### src/rtl/iterative_divider_pkg.sv
// ============================================================================
// Module  : iterative_div_pkg
// Brief   : Shared state encoding and default widths for iterative_divider.
// Rev     : 1.0  initial release
// ============================================================================
`default_nettype none

package iterative_div_pkg;

   typedef enum logic [1:0] {
      IDLE = 2'd0,
      RUN  = 2'd1,
      DONE = 2'd2
   } state_t;

   localparam int DIVIDEND_W_DEF = 16;
   localparam int DIVISOR_W_DEF  = 8;
   localparam int CNT_W          = $clog2(DIVIDEND_W_DEF);

endpackage

`default_nettype wire

### src/rtl/iterative_divider_div_step.sv
// ============================================================================
// Module  : div_step
// Brief   : One combinational restoring-division iteration.
// Rev     : 1.0  initial release
// ============================================================================
`default_nettype none

module div_step #(
   parameter int DIVISOR_W = 8
) (
   input  logic [DIVISOR_W-1:0] pr_in,
   input  logic                 dividend_bit,
   input  logic [DIVISOR_W-1:0] divisor,
   output logic [DIVISOR_W-1:0] pr_out,
   output logic                 qbit
);

   logic [DIVISOR_W:0] w_trial;
   logic [DIVISOR_W:0] w_diff;

   assign w_trial = {pr_in, dividend_bit};
   assign w_diff  = w_trial - {1'b0, divisor};
   assign qbit    = (w_trial >= {1'b0, divisor});

   // After a successful subtract the result is below the divisor, so the top bit is zero.
   assign pr_out  = qbit ? w_diff[DIVISOR_W-1:0] : w_trial[DIVISOR_W-1:0];

endmodule

`default_nettype wire

### src/rtl/iterative_divider.sv
// ============================================================================
// Module  : iterative_divider
// Brief   : Multi-cycle unsigned restoring divider, one quotient bit per clock.
//           Optional macro ITER_DIV_EARLY_DBZ_EN short-circuits a zero divisor.
// Rev     : 1.0  initial release
// ============================================================================
`default_nettype none

module iterative_divider
   import iterative_div_pkg::*;
#(
   parameter int DIVIDEND_W = DIVIDEND_W_DEF,
   parameter int DIVISOR_W  = DIVISOR_W_DEF
) (
   input  logic                  clk,
   input  logic                  rst_n,
   input  logic                  in_valid,
   output logic                  in_ready,
   input  logic [DIVIDEND_W-1:0] in_dividend,
   input  logic [DIVISOR_W-1:0]  in_divisor,
   output logic                  out_valid,
   input  logic                  out_ready,
   output logic [DIVIDEND_W-1:0] out_quotient,
   output logic [DIVISOR_W-1:0]  out_remainder
);

   localparam int                 c_CNT_W = (DIVIDEND_W > 1) ? $clog2(DIVIDEND_W) : 1;
   localparam logic [c_CNT_W-1:0] c_LAST  = c_CNT_W'(DIVIDEND_W - 1);

   state_t                r_state;
   logic [c_CNT_W-1:0]    r_count;
   logic [DIVIDEND_W-1:0] r_quo;
   logic [DIVISOR_W-1:0]  r_dvs;
   logic [DIVISOR_W-1:0]  r_pr;
   logic                  r_in_ready;
   logic                  r_out_valid;

   logic [DIVISOR_W-1:0]  w_pr_next;
   logic                  w_qbit;
   logic                  w_early_dbz;

`ifdef ITER_DIV_EARLY_DBZ_EN
   assign w_early_dbz = (in_divisor == '0);
`else
   assign w_early_dbz = 1'b0;
`endif

   // r_quo doubles as the dividend shift register: its MSB feeds the step,
   // quotient bits enter at the LSB.
   div_step #(
      .DIVISOR_W (DIVISOR_W)
   ) u_step (
      .pr_in        (r_pr),
      .dividend_bit (r_quo[DIVIDEND_W-1]),
      .divisor      (r_dvs),
      .pr_out       (w_pr_next),
      .qbit         (w_qbit)
   );

   always_ff @(posedge clk or negedge rst_n) begin
      if (!rst_n) begin
         r_state     <= IDLE;
         r_count     <= '0;
         r_quo       <= '0;
         r_dvs       <= '0;
         r_pr        <= '0;
         r_in_ready  <= 1'b1;
         r_out_valid <= 1'b0;
      end else begin
         case (r_state)
            IDLE: begin
               if (in_valid) begin
                  r_dvs      <= in_divisor;
                  r_count    <= '0;
                  r_in_ready <= 1'b0;
                  if (w_early_dbz) begin
                     r_quo       <= '1;
                     r_pr        <= in_dividend[DIVISOR_W-1:0];
                     r_out_valid <= 1'b1;
                     r_state     <= DONE;
                  end else begin
                     r_quo   <= in_dividend;
                     r_pr    <= '0;
                     r_state <= RUN;
                  end
               end
            end
            RUN: begin
               r_pr    <= w_pr_next;
               r_quo   <= {r_quo[DIVIDEND_W-2:0], w_qbit};
               r_count <= r_count + 1'b1;
               if (r_count == c_LAST) begin
                  r_out_valid <= 1'b1;
                  r_state     <= DONE;
               end
            end
            DONE: begin
               if (out_ready) begin
                  r_out_valid <= 1'b0;
                  r_in_ready  <= 1'b1;
                  r_state     <= IDLE;
               end
            end
            default: begin
               r_out_valid <= 1'b0;
               r_in_ready  <= 1'b1;
               r_state     <= IDLE;
            end
         endcase
      end
   end

   assign in_ready      = r_in_ready;
   assign out_valid     = r_out_valid;
   assign out_quotient  = r_quo;
   assign out_remainder = r_pr;

endmodule

`default_nettype wire

### config.mk
export PLATFORM = sky130hd
export DESIGN_NAME = iterative_divider
export DESIGN_NICKNAME = d
export VERILOG_FILES = /design/src/rtl/iterative_divider_pkg.sv /design/src/rtl/iterative_divider_div_step.sv /design/src/rtl/iterative_divider.sv
export SDC_FILE = /design/constraint.sdc
export NUM_CORES = 1
export LEC_CHECK = 0
export BUFFER_PORTS_ARGS = -buffer_cell sky130_fd_sc_hd__buf_2
export CAP_MARGIN = 20
export CORE_MARGIN = 5
export CORE_UTILIZATION = 35
export CTS_BUF_LIST = sky130_fd_sc_hd__clkbuf_4
export CTS_CLUSTER_DIAMETER = 40
export DETAILED_ROUTE_END_ITERATION = 10
export GPL_ROUTABILITY_DRIVEN = 0
export PLACE_DENSITY_LB_ADDON = 0.1
export SYNTH_ARGS = -nofsm -noshare
export SYNTH_HDL_FRONTEND = slang
export SYNTH_SLANG_ARGS = --single-unit
### constraint.sdc
create_clock -name clk -period 1.8 [get_ports clk]
set_input_delay 0.18 -clock clk [delete_from_list [all_inputs] [get_ports clk]]
set_output_delay 0.18 -clock clk [all_outputs]
set_load 0.005 [all_outputs]
==> impl_metrics.tcl <==
set metrics [dict create \
    status "complete, no violations" \
    clk_pin_slew_worst_paths_ns 0.14 \
    worstSetupStartpoint "out_remainder[5]" \
    slew_headroom_pct 65.6 \
    num_vias 1985 \
    clkPwrFrac_pct 8.2 \
    grt_max_degree 41 \
    ys_types 45 \
    clock_path_buffers 2 \
    period_minus_slack_ns 1.71 \
    worst_setup_path_start_kind "register" \
    port-buffer-count 53 \
    tightest_slew_ns 0.516 \
    antenna_cells 0 \
    cts-root-buf "clkbuf_4" \
    clock_skew_ns 0.0167 \
    hpwl_mm 4.01 \
    hold_viol_final 0 \
    async_flop_share_pct 100 \
    layout-drive-gt1-share_pct 37.0 \
    drt-total-wl_mm 5.66 \
    die_x_um 89.0 \
    switching_share_pct 43.6 \
    numClockSinks 40 \
    drc 0 \
    internal_power_w 0.00323 \
    cts.htree.levels 2 \
    core_mm2 0.00599 \
    cts_tree "done" \
    hold_depth 3 \
    min_path_type "in -> reg" \
    fp.dieArea_mm2 0.00791 \
    cp-end-kind "register" \
    ys.flop_type "dfrtp_1" \
    power-per-cell-area_mw_per_mm2 1980 \
    synth_seq_area_share_pct 45.9 \
    ant_nets 0 \
    grt.total_usage_pct 15.4 \
    peakVddDrop_mv 0.800 \
    grt_pass1_vias 2035 \
    worstSetupPathType "reg -> reg" \
    total_power_w 0.00573 \
    die_h_um 89.0 \
    p_comb_share_pct 63.6 \
    drt-initial-drc-count 74 \
    pwr-share-seq_pct 28.1 \
    synth_edf_count 0 \
    yosys_warnings 0 \
    finalWorstSetupSlack_ns 0.0893 \
    clkLatencyLatePin_ns 0.36 \
    syn_area_mm2 0.00218 \
    cap_viol_max_count 0 \
    setup_viol 0 \
    rr_startpoint "out_remainder[5]" \
    numCtsBuffers 5 \
    synth_seq_cells 40 \
    postSynthAreaPerCell_um2 9.29 \
    firstDrtPassIters 4 \
    syn-num-nets 273 \
    cp_data_arrival_time_ns 1.97 \
    reg2reg_depth 8 \
    fin_util_pct 48.2 \
    grt_pass1_wl_mm 9.49 \
    wl_per_cell_um 14.5 \
    slew_viol_final 0 \
    p_leak_nw 1.35 \
    antenna_found_initial 0 \
    nets 353 \
    hp-start "in_divisor[6]" \
    area_growth_pct 32.3 \
    start_util_pct 36.4 \
    netlist_instances 235 \
    worst-path-max-fanout 6 \
    fin_crit_sh_pct 95.0 \
    worstPathRequired_ns 2.06 \
    rsz0062_at_grt "true" \
    power.switching_w 0.00250 \
    place_ws_ns -0.0677 \
    fmax_mhz 585 \
    grt_overflow 0 \
    rows 28 \
    ioPinCount 54 \
    vias_per_cell 5.08 \
]
==> path summary, 6_finish.rpt <==
check	to	slack, ns
max	out_remainder[1]	0.09
min	r_dvs[6]	0.02
max reg2reg	out_remainder[1]	0.09
min reg2reg	r_count[3]	0.48
max in group asynchronous	in_ready	1.02
min in group asynchronous	out_remainder[6]	0.39
==> per-layer routing <==
metal	GRT usage, %	wire [um]	vias to the layer above
met1	21.2	2720	949
met3	3.69	298	5
met4	3.25	53	0
met5	0	0	-
met2	24.8	2580	43
li1	-	-	988
==> worst max-delay path, stage by stage, from the launching register on <==
cell	delay [ns]
dfrtp_1	0.44
ha_4	0.28
a21oi_2	0.19
o221ai_2	0.12
a21oi_2	0.13
buf_4	0.16
buf_4	0.14
nand3_1	0.09
o311ai_2	0.07
==> synthesized netlist by cell type (3+ instances only) <==
library cell  number  area, um2
nand2_1           39        146
o21ai_1           19       95.1
a22oi_1           15        113
ha_1               9        113
a21oi_2            3       26.3
o21ai_0           17       85.1
a21oi_1            7       35.0
nand2b_1           6       37.5
inv_1             12       45.0
nor2b_1            4       25.0
xnor2_1            3       26.3
buf_2              8       40.0
nand3_1            4       20.0
dfrtp_1           39        976
nor2_1            12       45.0
a32oi_1            3       26.3
==> registers in the layout, indices dropped and copies added, names as in the netlist <==
signal	cells
out_quotient	16
out_remainder	8
r_dvs	8
r_count	4
r_state	2
in_ready	1
out_valid	1
==> what timing repair did <==
action	CTS	global route
hold buffers	1	0
setup buffers	1	1
setup endpoints to repair	3	9
pin swaps	1	2
gates resized for setup	3	12
hold endpoints to repair	39	0
==> layout by cell type, fill, tap and decap left out, drive strengths merged, types with 7 or more instances in the layout <==
cell,Yosys,routed
a21oi,10,10
a22oi,15,15
buf,10,84
dfrtp,39,39
ha,9,9
inv,12,12
nand2,39,39
nand2b,7,7
nor2,13,13
o21ai,36,36
==> kinds of logic after synthesis <==
| logic type | share of synthesized area [%] |
|---|---|
| adder cells (fa/ha/maj) | 6.08 |
| AO/OA/AOI/OAI | 24.1 |
| buffers and inverters | 5.10 |
| XOR/XNOR | 2.01 |
| AND/OR/NAND/NOR | 15.9 |
| flip-flops | 45.9 |
| multiplexers | 0.917 |
==> power by group through the flow <==
stage,logic [W],clock network [W],registers [W]
6_report,0.00364,0.000471,0.00161
5_1_grt,0.00405,0.000534,0.00167
4_1_cts,0.00342,0.000498,0.00160
3_5_place_dp,0.00336,0,0.00161
3_3_place_gp,0.00333,0,0.00161
2_1_floorplan,0.00216,0,0.00159
==> stage by stage <==
step	setup TNS (ns)	std cells	hold WS, ns	area [um2]
floorplan	0	235	-0.116	2190
global placement	-0.0321	380	0.283	2710
detailed placement	-0.0677	380	0.289	2710
CTS	-0.0294	390	0.0132	2790
global route	-0.0288	391	0.00787	2890
finish	0	391	0.0154	2890
==> area by class of cell <==
cell class / instances / area, um2
clock buffers: 5 / 37.5
multi-input cells: 171 / 1180
clock inverters: 3 / 18.8
fillers: 598 / 3100
inverters: 12 / 45.0
flip-flops and latches: 40 / 1000
well taps: 75 / 93.8
repair buffers: 85 / 508
Power figures use the tool's default switching activity.
